## config.mk

```make
export PLATFORM = sky130hd
export DESIGN_NAME = ifu_fetch
export DESIGN_NICKNAME = d
export VERILOG_FILES = /design/src/rtl/ifu_fetch.sv
export SDC_FILE = /design/constraint.sdc
export NUM_CORES = 1
export LEC_CHECK = 0
export ABC_AREA = 1
export CORE_MARGIN = 2
export CORE_UTILIZATION = 45
export CTS_CLUSTER_DIAMETER = 100
export DETAILED_ROUTE_END_ITERATION = 6
export PLACE_DENSITY = 0.66
export SLEW_MARGIN = 20
export SYNTH_ARGS = -nofsm -noshare
export SYNTH_HDL_FRONTEND = slang
export SYNTH_SLANG_ARGS = --single-unit
```

## constraint.sdc

```tcl
create_clock -name clk -period 5.4 [get_ports clk]
set_input_delay 1.08 -clock clk [delete_from_list [all_inputs] [get_ports clk]]
set_output_delay 1.08 -clock clk [all_outputs]
set_load 0.02 [all_outputs]
```

## src/rtl/ifu_fetch.sv

```systemverilog
// ifu_fetch: instruction fetch stage between the PC generator and decode.
// Issues one memory read per accepted PC and tracks in-flight requests in order.
// A PC side-queue holds the address of each request that will still deliver.
// Returned instructions are buffered with their PCs for decode.
// A redirect converts every outstanding request into a kill that is dropped on return.
module ifu_fetch #(
  parameter int AW         = 32,
  parameter int DW         = 32,
  parameter int FIFO_DEPTH = 4
) (
  input  logic          clk,
  input  logic          rst_n,
  input  logic          i_pc_valid,
  input  logic [AW-1:0] i_pc,
  output logic          o_holding,
  input  logic          i_flush,
  output logic          o_imem_req,
  output logic [AW-1:0] o_imem_addr,
  input  logic          i_imem_gnt,
  input  logic          i_imem_rvalid,
  input  logic [DW-1:0] i_imem_rdata,
  output logic          o_inst_valid,
  output logic [DW-1:0] o_inst,
  output logic [AW-1:0] o_inst_pc,
  input  logic          i_inst_ready
);

  localparam int PW = $clog2(FIFO_DEPTH);
  localparam int CW = PW + 1;
  localparam logic [CW:0] L_DEPTH = (CW+1)'(FIFO_DEPTH);

  logic [CW-1:0] r_out_cnt;
  logic [CW-1:0] r_kill_cnt;
  logic [CW-1:0] r_fifo_cnt;
  logic [PW-1:0] r_fifo_wp;
  logic [PW-1:0] r_fifo_rp;
  logic [PW-1:0] r_sq_wp;
  logic [PW-1:0] r_sq_rp;
  logic [DW-1:0] r_fifo_inst [FIFO_DEPTH];
  logic [AW-1:0] r_fifo_pc   [FIFO_DEPTH];
  logic [AW-1:0] r_sq_pc     [FIFO_DEPTH];

  logic          w_pop;
  logic          w_credit_ok;
  logic          w_issue;
  logic          w_rsp;
  logic          w_push;
  logic [CW:0]   w_credit_sum;

  // Handshake and credit decode. Outputs are forced idle while reset is held,
  // so nothing waits for a clock edge.
  always_comb begin
    o_inst_valid = rst_n && (r_fifo_cnt != '0) && !i_flush;
    w_pop        = o_inst_valid && i_inst_ready;
    // A slot freed by this cycle's pop may be reused immediately, which keeps
    // one fetch per cycle with a single-cycle memory.
    w_credit_sum = {1'b0, r_out_cnt} + {1'b0, r_fifo_cnt} - {{CW{1'b0}}, w_pop};
    w_credit_ok  = w_credit_sum < L_DEPTH;
    o_imem_req   = rst_n && i_pc_valid && !i_flush && w_credit_ok;
    o_imem_addr  = i_pc;
    w_issue      = o_imem_req && i_imem_gnt;
    o_holding    = !w_issue;
    // A response with nothing outstanding is a protocol error and is ignored.
    w_rsp        = i_imem_rvalid && (r_out_cnt != '0);
    w_push       = w_rsp && (r_kill_cnt == '0) && !i_flush;
    o_inst       = r_fifo_inst[r_fifo_rp];
    o_inst_pc    = r_fifo_pc[r_fifo_rp];
  end

  // Outstanding-request and kill counters. Killed requests keep their credit
  // until the memory returns them.
  always_ff @(posedge clk or negedge rst_n) begin
    if (!rst_n) begin
      r_out_cnt  <= '0;
      r_kill_cnt <= '0;
    end else begin
      if (w_issue && !w_rsp) begin
        r_out_cnt <= r_out_cnt + CW'(1);
      end else if (!w_issue && w_rsp) begin
        r_out_cnt <= r_out_cnt - CW'(1);
      end
      if (i_flush) begin
        r_kill_cnt <= r_out_cnt - CW'(w_rsp);
      end else if (w_rsp && (r_kill_cnt != '0)) begin
        r_kill_cnt <= r_kill_cnt - CW'(1);
      end
    end
  end

  // Instruction FIFO and PC side-queue pointers; a redirect empties both.
  always_ff @(posedge clk or negedge rst_n) begin
    if (!rst_n) begin
      r_fifo_wp  <= '0;
      r_fifo_rp  <= '0;
      r_fifo_cnt <= '0;
      r_sq_wp    <= '0;
      r_sq_rp    <= '0;
    end else if (i_flush) begin
      r_fifo_wp  <= '0;
      r_fifo_rp  <= '0;
      r_fifo_cnt <= '0;
      r_sq_wp    <= '0;
      r_sq_rp    <= '0;
    end else begin
      if (w_push) r_fifo_wp <= r_fifo_wp + PW'(1);
      if (w_pop)  r_fifo_rp <= r_fifo_rp + PW'(1);
      if (w_push && !w_pop) begin
        r_fifo_cnt <= r_fifo_cnt + CW'(1);
      end else if (!w_push && w_pop) begin
        r_fifo_cnt <= r_fifo_cnt - CW'(1);
      end
      if (w_issue) r_sq_wp <= r_sq_wp + PW'(1);
      if (w_push)  r_sq_rp <= r_sq_rp + PW'(1);
    end
  end

  // Data storage, no reset needed: entries are only read when marked valid.
  always_ff @(posedge clk) begin
    if (w_push) begin
      r_fifo_inst[r_fifo_wp] <= i_imem_rdata;
      r_fifo_pc[r_fifo_wp]   <= r_sq_pc[r_sq_rp];
    end
    if (w_issue) begin
      r_sq_pc[r_sq_wp] <= i_pc;
    end
  end

  a_rvalid_has_request: assert property (
    @(posedge clk) disable iff (!rst_n) i_imem_rvalid |-> (r_out_cnt != '0));

endmodule
```

==> results of run 1 <==
[area by class of cell]
| cell class | count | share of cell area |
|---|---|---|
| Clock inverter | 16 | 0.0118 |
| Sequential cell | 401 | 0.630 |
| Timing Repair Buffer | 185 | 0.0954 |
| Inverter | 39 | 0.00804 |
| Tap cell | 455 | 0.0300 |
| Multi-Input combinational cell | 593 | 0.165 |
| Clock buffer | 56 | 0.0591 |
[flip-flops by register name (all words and copies together), names as in the netlist]
signal       count
r_sq_pc        128
r_fifo_cnt       3
r_fifo_inst    128
r_out_cnt        3
r_fifo_rp        2
r_fifo_pc      128
r_kill_cnt       3
r_sq_wp          2
r_sq_rp          2
r_fifo_wp        2
[worst max-delay path, cell delays in order]
cell,delay (ns)
clkdlybuf4s50_1,0.54
nor2_4,0.20
nand3_4,0.11
inv_2,0.13
ha_1,0.17
inv_1,0.05
ha_1,0.27
nand3_1,0.10
nand2_1,0.05
nand2_1,0.05
nand2_1,0.09
nand3_4,0.17
clkdlybuf4s50_1,0.64
[power breakdown]
part / internal [mW] / total [mW] / switching, mW / leakage (nW)
Sequential: 3.58 / 3.65 / 0.0695 / 3.66
Combinational: 0.549 / 1.48 / 0.934 / 2.01
Clock: 1.70 / 2.79 / 1.10 / 0.653
[path summary, 6_finish.rpt]
path                                      startpoint                   endpoint  slack, ns  depth (start not counted)
min in group asynchronous                      rst_n   r_out_cnt[1]$_DFFE_PN0P_       0.92                          2
hold reg to reg            r_fifo_cnt[0]$_DFFE_PN0P_  r_fifo_cnt[0]$_DFFE_PN0P_       0.56                          2
max in group asynchronous                      rst_n   r_fifo_rp[0]$_DFFE_PN0P_       4.24                          2
setup / recovery                             i_flush                  o_holding       0.68                         13
hold / removal             r_fifo_cnt[0]$_DFFE_PN0P_  r_fifo_cnt[0]$_DFFE_PN0P_       0.56                          2
setup reg to reg           r_fifo_cnt[2]$_DFFE_PN0P_   r_out_cnt[2]$_DFFE_PN0P_       2.36                         19
[per-layer routing]
layer	wire, um	vias up	track usage
met2	15200	260	0.290
li1	-	4394	-
met5	0	-	0
met4	613	0	0.0507
met3	1770	46	0.0283
met1	14100	4446	0.240
[cells in the final DEF (no fill, tap or decap), drive strengths merged]
| master | count |
|---|---|
| a21boi | 1 |
| nand3 | 10 |
| o21bai | 2 |
| nor2 | 213 |
| inv | 38 |
| edfxtp | 384 |
| nand2 | 32 |
| clkinv | 12 |
| clkbuf | 56 |
| a21oi | 5 |
| xor2 | 2 |
| o21ai | 205 |
| o31ai | 1 |
| and2 | 1 |
| bufinv | 5 |
| nand3b | 1 |
| nand4 | 1 |
| xnor2 | 3 |
| fa | 2 |
| dfrtp | 17 |
| ha | 18 |
| o22ai | 96 |
| clkdlybuf4s50 | 169 |
| buf | 16 |
[logic make-up (layout without fill, tap and decap cells)]
group           Yosys count  after routing
buf+inv                 133            296
xor+xnor                  5              5
flops                   401            401
compound gates          310            310
simple gates            258            258
fa+ha+maj                20             20
==> impl_metrics.json, run 1 <==
{
  "status": "finished, final reports clean",
  "dp_slack_ns": 0.661,
  "avgSynthCellArea_um2": 13.9,
  "start_util": 0.456,
  "cp.required_ns": 4.32,
  "diodes": 0,
  "grt_pass1_vias": 8814,
  "synth_compound_area_frac": 0.108,
  "cts_tree": "built",
  "critical_path.max_fanout": 8,
  "layout.nets": 1352,
  "synth-simple-area-share": 0.0682,
  "synth-edff-count": 384,
  "synth_common_cells": "384 x edfxtp_1, 208 x nor2_1, 199 x o21ai_0",
  "fin_crit_ns": 4.72,
  "synth_area_um2": 15700,
  "top_level_ports": 170,
  "grt_util_all_layers": 0.175,
  "drc": 0,
  "dp_hpwl_mm": 17.5,
  "yosysMostFrequentCell": "edfxtp_1",
  "ctsRootBufferMaster": "clkbuf_16",
  "cts_buffer_depth": 3,
  "worst_pin_slew_ns": 1.00,
  "drtIter0Drc": 667,
  "ctsResizeCount": 0,
  "ys_ff_latch": 401,
  "place.gp.congestion": 0.777,
  "crit_type": "in -> out",
  "crit_arrival_ns": 3.64,
  "rsz0062_at_grt": "false",
  "postCtsSetupBuffers": 0,
  "routed_wl_mm": 31.7,
  "leakage_nw": 6.33,
  "p_per_area_nw_per_um2": 418,
  "wl_per_cell_um": 18.2,
  "ys_async_sr_fraction": 0.0424,
  "postRouteAntennaNets": 0,
  "layout-drive-gt1-share": 0.0791,
  "num-fill-cells": 2791,
  "skew_ns": 0.0152,
  "final_area_um2": 19000,
  "cts_hold_buf": 0,
  "start_kind": "input pin",
  "worstSkewPairLatency_ns": 0.53,
  "grt_antenna_before_repair": 0,
  "yosysUniqueCellTypes": 33,
  "synth_fa_ha_area_frac": 0.0169,
  "p_total_mw": 7.93,
  "setup_tns_ns": 0,
  "placementRows": 68,
  "multi_input_area_um2": 3140,
  "post-route-period-util": 0.874,
  "syn_to_final_growth_pct": 20.8,
  "synth_area_leaders": "edfxtp_1 73%, o21ai_0 6.3%, nor2_1 5.0%",
  "yosysWarnings": 0,
  "endpoint_kind": "output port",
  "cap_violations": 0,
  "io_buffer_count": 169,
  "netlist.area_leader.share": 0.734,
  "die_h_um": 191,
  "vdd_drop_max_v": 0.000216,
  "synth_top_family_by_area": "compound AO/OA/AOI/OAI gates",
  "h-tree-depth": 2,
  "min_path_type": "reg -> reg",
  "grt_max_degree": 117,
  "worst_slack_ns": 0.678,
  "synth_cells": 1127,
  "placedCellCount": 1673,
  "dr.pass1.iters": 4,
  "seqCellArea_um2": 12000,
  "numCtsBuffers": 41,
  "grt_first_pass_wirelength_mm": 49.1,
  "placed_cell_area_um2": 17600,
  "finalMaxSlewViolations": 0,
  "setup_viol": 0,
  "die-area_um2": 36400,
  "grt.overflow.total": 0,
  "drt-vias-per-instance": 5.24,
  "syn_nets": 1218,
  "yosysSeqAreaShare": 0.761,
  "synthXorXnorAreaFrac": 0.00279,
  "hold_violations": 0,
  "die_x_um": 191,
  "synth-main-ff-cell": "edfxtp_1",
  "core_um2": 34500,
  "cts_sinks": 401,
  "post-route-util": 0.551,
  "final_cells": 1745,
  "max_freq_mhz": 212,
  "synth_top_area_cell": "edfxtp_1",
  "clk_pin_slew_ns": 0.06,
  "hold_slack_ns": 0.557,
  "routed-via-count": 9146,
  "timing.slew.headroom": 0.333,
  "synth_mux_area_frac": 0
}
Power figures use the tool's default switching activity.
==> run 2, diff against run 1 <==
--- a/config.mk
+++ b/config.mk
@@ -5,11 +5,11 @@
 export SDC_FILE = /design/constraint.sdc
 export NUM_CORES = 1
 export LEC_CHECK = 0
-export ABC_AREA = 1
 export CORE_MARGIN = 2
 export CORE_UTILIZATION = 45
 export CTS_CLUSTER_DIAMETER = 100
 export DETAILED_ROUTE_END_ITERATION = 6
+export GPL_TIMING_DRIVEN = 0
 export PLACE_DENSITY = 0.66
 export SLEW_MARGIN = 20
 export SYNTH_ARGS = -nofsm -noshare
==> run 2 against run 1 <==
  * Count of clock-buffer cells in the layout fell by 3
  * Die area decreased by 2.1%
  * Critical endpoint unchanged
  * Combinational power is 37% lower
  * Utilization is 1.9 points higher
  * Maximum frequency fell by 7.2%
  * Final cell count decreased by 21%
  * Sequential share of layout area down 0.56 points
  * Sequential cell count unchanged
  * Via count fell by 22%
==> impl_metrics.json, run 2 <==
{
  "status": "finished, final reports clean",
  "cap_violations": 0,
  "final_area_um2": 19100,
  "numCtsBuffers": 42,
  "ys_ff_latch": 401,
  "netlist.area_leader.share": 0.750,
  "routed_wl_mm": 28.3,
  "place.gp.congestion": 0.751,
  "placed_cell_area_um2": 17800,
  "layout.nets": 988,
  "max_freq_mhz": 197,
  "ctsRootBufferMaster": "clkbuf_16",
  "finalMaxSlewViolations": 0,
  "h-tree-depth": 2,
  "diodes": 0,
  "syn_nets": 767,
  "io_buffer_count": 169,
  "worst_pin_slew_ns": 0.735,
  "placedCellCount": 1301,
  "post-route-period-util": 0.942,
  "postRouteAntennaNets": 0,
  "worstSkewPairLatency_ns": 0.53,
  "drtIter0Drc": 530,
  "path_delay_family": "buffers and inverters",
  "avgSynthCellArea_um2": 22.7,
  "post-route-util": 0.569,
  "routed-via-count": 7091,
  "synth-edff-count": 384,
  "hold_violations": 0,
  "drt-vias-per-instance": 5.16,
  "cp.required_ns": 4.32,
  "leakage_nw": 6.18,
  "crit_arrival_ns": 4.01,
  "synthXorXnorAreaFrac": 0.00456,
  "setup_viol": 0,
  "path_buf_inv": 5,
  "synth_area_um2": 15400,
  "die_x_um": 189,
  "synth_cells": 676,
  "synth_common_cells": "384 x edfxtp_1, 96 x mux4_2, 35 x buf_4",
  "fin_crit_ns": 5.09,
  "rrSetupSlack_ns": 2.11,
  "synth_compound_area_frac": 0.00879,
  "grt_pass1_vias": 7534,
  "synth_top_family_by_area": "multiplexers",
  "grt_first_pass_wirelength_mm": 43.9,
  "synth_fa_ha_area_frac": 0.0173,
  "grt_antenna_before_repair": 1,
  "synth_top_area_cell": "edfxtp_1",
  "placementRows": 67,
  "grt_max_degree": 37,
  "synth-main-ff-cell": "edfxtp_1",
  "final_cells": 1375,
  "min_path_type": "in -> async",
  "final_common_cell": "edfxtp_1",
  "skew_ns": 0.0146,
  "num-fill-cells": 2498,
  "mostFrequentLayoutCells": "384 x edfxtp_1, 168 x clkdlybuf4s50_1, 96 x mux4_2",
  "timing.critical_path.slowest_cell_delay_ns": 0.60,
  "clk_pin_slew_ns": 0.06,
  "dr.pass1.iters": 4,
  "vdd_drop_max_v": 0.000237,
  "setup_tns_ns": 0,
  "cts_sinks": 401,
  "crit_slowest_cell": "clkdlybuf4s50_1",
  "wl_per_cell_um": 20.6,
  "timing.slew.headroom": 0.510,
  "start_kind": "input pin",
  "critical_path.max_fanout": 8,
  "grt.overflow.total": 0,
  "yosysSeqAreaShare": 0.778,
  "crit_chain": "clkdlybuf4s50_1 -> nand2b_4 -> nor3b_4 -> ha_1 -> inv_1 -> ha_1 -> and3b_1 -> o21a_1 -> o21a_1 -> buf_2 -> inv_1 -> clkdlybuf4s50_1",
  "start_util": 0.457,
  "drc": 0,
  "yosysMostFrequentCell": "edfxtp_1",
  "synth_mux_area_frac": 0.146,
  "syn_to_final_growth_pct": 24.5,
  "core_um2": 33600,
  "synth_area_leaders": "edfxtp_1 75%, mux4_2 14%, dfrtp_1 2.8%",
  "cts_buffer_depth": 3,
  "rsz0062_at_grt": "false",
  "ys_async_sr_fraction": 0.0424,
  "top_level_ports": 170,
  "endpoint_kind": "output port",
  "cts_tree": "built",
  "synth-simple-area-share": 0.0169,
  "crit_type": "in -> out",
  "grt_util_all_layers": 0.162,
  "layout-drive-gt1-share": 0.242,
  "die-area_um2": 35700,
  "p_per_area_nw_per_um2": 377,
  "die_h_um": 189,
  "reg.largest.list": "r_fifo_inst (128), r_fifo_pc (128), r_sq_pc (128)",
  "postCtsSetupBuffers": 0,
  "dp_hpwl_mm": 17.7,
  "yosysUniqueCellTypes": 40,
  "yosysWarnings": 0
}
-- run 2: cell type report --
| type | count | area, um2 | area share |
|---|---|---|---|
| Tap cell | 448 | 561 | 0.0293 |
| Multi-Input combinational cell | 197 | 2990 | 0.156 |
| Sequential cell | 401 | 12000 | 0.625 |
| Inverter | 20 | 75.1 | 0.00392 |
| Clock buffer | 53 | 1110 | 0.0581 |
| Buffer | 58 | 362 | 0.0189 |
| Clock inverter | 21 | 191 | 0.0100 |
| Timing Repair Buffer | 177 | 1890 | 0.0988 |
-- run 2: path summary, 6_finish.rpt --
path / startpoint / endpoint / cells after the start
worst min-delay path: rst_n / r_kill_cnt[2]$_DFFE_PN0P_ / 1
worst max register to register: r_fifo_cnt[0]$_DFFE_PN0P_ / r_out_cnt[2]$_DFFE_PN0P_ / 15
worst max-delay path: i_flush / o_holding / 12
max in group asynchronous: rst_n / r_fifo_wp[0]$_DFFE_PN0P_ / 1
worst min register to register: r_sq_wp[0]$_DFFE_PN0P_ / r_sq_wp[0]$_DFFE_PN0P_ / 1
min in group clk: r_sq_wp[0]$_DFFE_PN0P_ / r_sq_wp[0]$_DFFE_PN0P_ / 1
-- run 2: worst reg2reg max path, stage by stage (launching register included) --
cell and delay, ns:
dfrtp_1 0.40, nor3_1 0.40, nor3b_4 0.14, ha_1 0.20
inv_1 0.05, ha_1 0.21, and3b_1 0.18, nor3_1 0.26
o21a_1 0.15, buf_2 0.19, ha_1 0.21, inv_1 0.06
fa_1 0.38, xor2_1 0.17, nor2_1 0.11, xnor2_1 0.12
-- run 2: per-stage QoR --
step	power [mW]	worst slack (ns)	hold WS (ns)
final	7.22	0.313	0.521
after global routing	7.51	0.117	0.542
after CTS	7.31	0.0148	0.571
after detailed placement	4.58	-0.299	0.556
after global placement	4.56	-0.541	0.537
after floorplan	4.22	1.52	0.504
-- run 2: cells by family (layout without fill, tap and decap cells) --
family                   count (synthesis)  after routing
multiplexers                           104            104
adder cells (fa/ha/maj)                 20             20
AO/OA/AOI/OAI                           18             18
buffers and inverters                   78            329
flip-flops                             401            401
XOR/XNOR                                 8              8
AND/OR/NAND/NOR                         47             47
-- run 2: what timing repair did --
action | in CTS | in global routing
resized for setup | 2 | 1
hold buffers | 0 | 0
setup endpoints to repair | 2 | 2
-- run 2: where the power goes --
part           switching (mW)  internal, mW  leakage (nW)
registers              0.0456          3.52          3.67
logic                   0.474         0.464          1.87
clock network            1.12          1.60         0.639
-- run 2: layer usage --
metal  routed length [um]  global-route usage  vias to the layer above
li1                     -                   -                     3183
met1                12000               0.222                     3653
met2                13900               0.268                      207
met3                 1800              0.0322                       46
met4                  599              0.0451                        2
met5                   12                   0                        -
==> run 3, diff against run 2 <==
--- a/config.mk
+++ b/config.mk
@@ -9,8 +9,8 @@
 export CORE_UTILIZATION = 45
 export CTS_CLUSTER_DIAMETER = 100
 export DETAILED_ROUTE_END_ITERATION = 6
+export DONT_BUFFER_PORTS = 1
 export GPL_TIMING_DRIVEN = 0
-export PLACE_DENSITY = 0.66
 export SLEW_MARGIN = 20
 export SYNTH_ARGS = -nofsm -noshare
 export SYNTH_HDL_FRONTEND = slang
==> run 3 against run 2 <==
  * Design area down 8.6%
  * Wire length down 2.9%
  * Register-to-register slack worse by 0.06 ns
  * Worst setup slack better by 1.0 ns
  * Sequential cell count unchanged
  * Clock skew down 0.0043 ns
  * Largest cell class unchanged
  * Worst hold slack worse by 0.27 ns
  * Critical path depth down 2
==> impl_metrics.json, run 3 (synthesis results as in run 2) <==
{
  "seqCellArea_um2": 12000,
  "layout-drive-gt1-share": 0.300,
  "cap_violations": 0,
  "grt.overflow.total": 0,
  "mostFrequentLayoutCells": "384 x edfxtp_1, 96 x mux4_2, 43 x clkbuf_16",
  "start_util": 0.457,
  "cts_buffer_depth": 3,
  "wl_per_cell_um": 22.8,
  "skew_ns": 0.0102,
  "timing.critical_path.slowest_cell_delay_ns": 0.35,
  "min_path_type": "in -> async",
  "endpoint_kind": "output port",
  "status": "finished, final reports clean",
  "clk_pin_slew_ns": 0.06,
  "dp_slack_ns": 1.34,
  "hold_slack_ns": 0.254,
  "cts_hold_buf": 0,
  "multi_input_area_um2": 2990,
  "placedCellCount": 1132,
  "diodes": 0,
  "p_comb_frac": 0.106,
  "drc": 0,
  "ctsResizeCount": 0,
  "p_per_area_nw_per_um2": 406,
  "grt_antenna_before_repair": 0,
  "die_h_um": 189,
  "placementRows": 67,
  "power_frac_clock": 0.392,
  "timing.slew.headroom": 0.506,
  "post-route-period-util": 0.753,
  "drtIter0Drc": 436,
  "p_total_mw": 7.10,
  "crit_chain": "nand2b_4 -> nor3b_4 -> ha_1 -> inv_1 -> ha_1 -> and3b_1 -> nor3_1 -> o21a_1 -> buf_2 -> inv_1",
  "reg.largest.list": "r_fifo_inst (128), r_fifo_pc (128), r_sq_pc (128)",
  "hold_violations": 0,
  "numCtsBuffers": 42,
  "crit_type": "in -> out",
  "cts_tree": "built",
  "final_common_cell": "edfxtp_1",
  "cp.required_ns": 4.32,
  "grt_max_degree": 38,
  "grt_first_pass_wirelength_mm": 41.7,
  "dp_hpwl_mm": 17.7,
  "worst_pin_slew_ns": 0.741,
  "p_switching_mw": 1.58,
  "routed_wl_mm": 27.5,
  "h-tree-depth": 2,
  "syn_to_final_growth_pct": 13.8,
  "layout.nets": 819,
  "top_level_ports": 170,
  "grt_pass1_vias": 7001,
  "routed-via-count": 6460,
  "critical_path.max_fanout": 8,
  "ctsRootBufferMaster": "clkbuf_16",
  "max_freq_mhz": 246,
  "p_seq_frac": 0.502,
  "dr.pass1.iters": 4,
  "switching_share": 0.223,
  "worstSkewPairLatency_ns": 0.52,
  "fin_crit_ns": 4.07,
  "io_buffer_count": 0,
  "postRouteAntennaNets": 0,
  "grt_util_all_layers": 0.157,
  "die-area_um2": 35700,
  "cts_sinks": 401,
  "worst_slack_ns": 1.33,
  "postCtsSetupBuffers": 0,
  "leakage_nw": 5.54,
  "finalMaxSlewViolations": 0,
  "rsz0062_at_grt": "false",
  "setup_tns_ns": 0,
  "p_int_mw": 5.52,
  "place.gp.congestion": 0.765,
  "start_kind": "input pin",
  "num-fill-cells": 2570,
  "setup_viol": 0,
  "die_x_um": 189,
  "drt-vias-per-instance": 5.35,
  "core_um2": 33600,
  "final_cells": 1207,
  "vdd_drop_max_v": 0.000311,
  "crit_arrival_ns": 2.99,
  "crit_slowest_cell": "nor3b_4"
}
-- run 3: cell types whose count changed in the layout (fill, tap and decap cells not counted), sizes merged --
cell           delta
clkinvlp          +3
clkinv            +4
inv               -1
clkdlybuf4s50   -168
clkbuf            -8
bufinv            +2
-- run 3: metrics by stage --
step                      area [um2]  utilization
after detailed placement       16100        0.480
after floorplan                15400            -
after global routing           17500        0.520
after global placement         15900        0.474
final                          17500        0.520
after CTS                      17500        0.520
-- run 3: layer usage --
layer  global-route usage  wire length [um]
met1                0.176             10100
met3               0.0585              2570
met2                0.280             14200
met4               0.0442               575
met5                    0                 0
-- run 3: cell type report --
class,count,share of cell area
Buffer,58,0.0207
Clock buffer,46,0.0621
Clock inverter,29,0.0155
Inverter,20,0.00429
Multi-Input combinational cell,197,0.171
Sequential cell,401,0.683
Tap cell,448,0.0320
Timing Repair Buffer,8,0.0109
-- run 3: critical path, delay by kind of cell --
| family | cells | cell delay (ns) |
|---|---|---|
| and+or+nand+nor | 4 | 0.92 |
| buffers and inverters | 3 | 0.34 |
| adders and majority gates | 2 | 0.47 |
| AOI/OAI and AO/OA | 1 | 0.15 |
-- run 3: worst paths after layout --
kind                                           startpoint                       end  slack, ns  cells past startpoint
max in group asynchronous                           rst_n  r_fifo_rp[0]$_DFFE_PN0P_       5.07                      0
worst min register to register     r_sq_wp[0]$_DFFE_PN0P_    r_sq_wp[0]$_DFFE_PN0P_       0.56                      1
min in group clk                   r_sq_wp[0]$_DFFE_PN0P_    r_sq_wp[0]$_DFFE_PN0P_       0.56                      1
worst min-delay path                                rst_n    r_sq_wp[1]$_DFFE_PN0P_       0.25                      0
worst max register to register  r_fifo_cnt[0]$_DFFE_PN0P_  r_out_cnt[2]$_DFFE_PN0P_       2.05                     15
worst max-delay path                              i_flush                 o_holding       1.33                     10
-- run 3: power groups by stage --
stage / Sequential (mW) / Clock [mW] / Combinational (mW)
floorplan: 3.62 / 0 / 0.604
global placement: 3.63 / 0 / 0.714
detailed placement: 3.63 / 0 / 0.758
CTS: 3.57 / 2.86 / 0.761
global route: 3.57 / 2.99 / 0.823
finish: 3.57 / 2.78 / 0.749
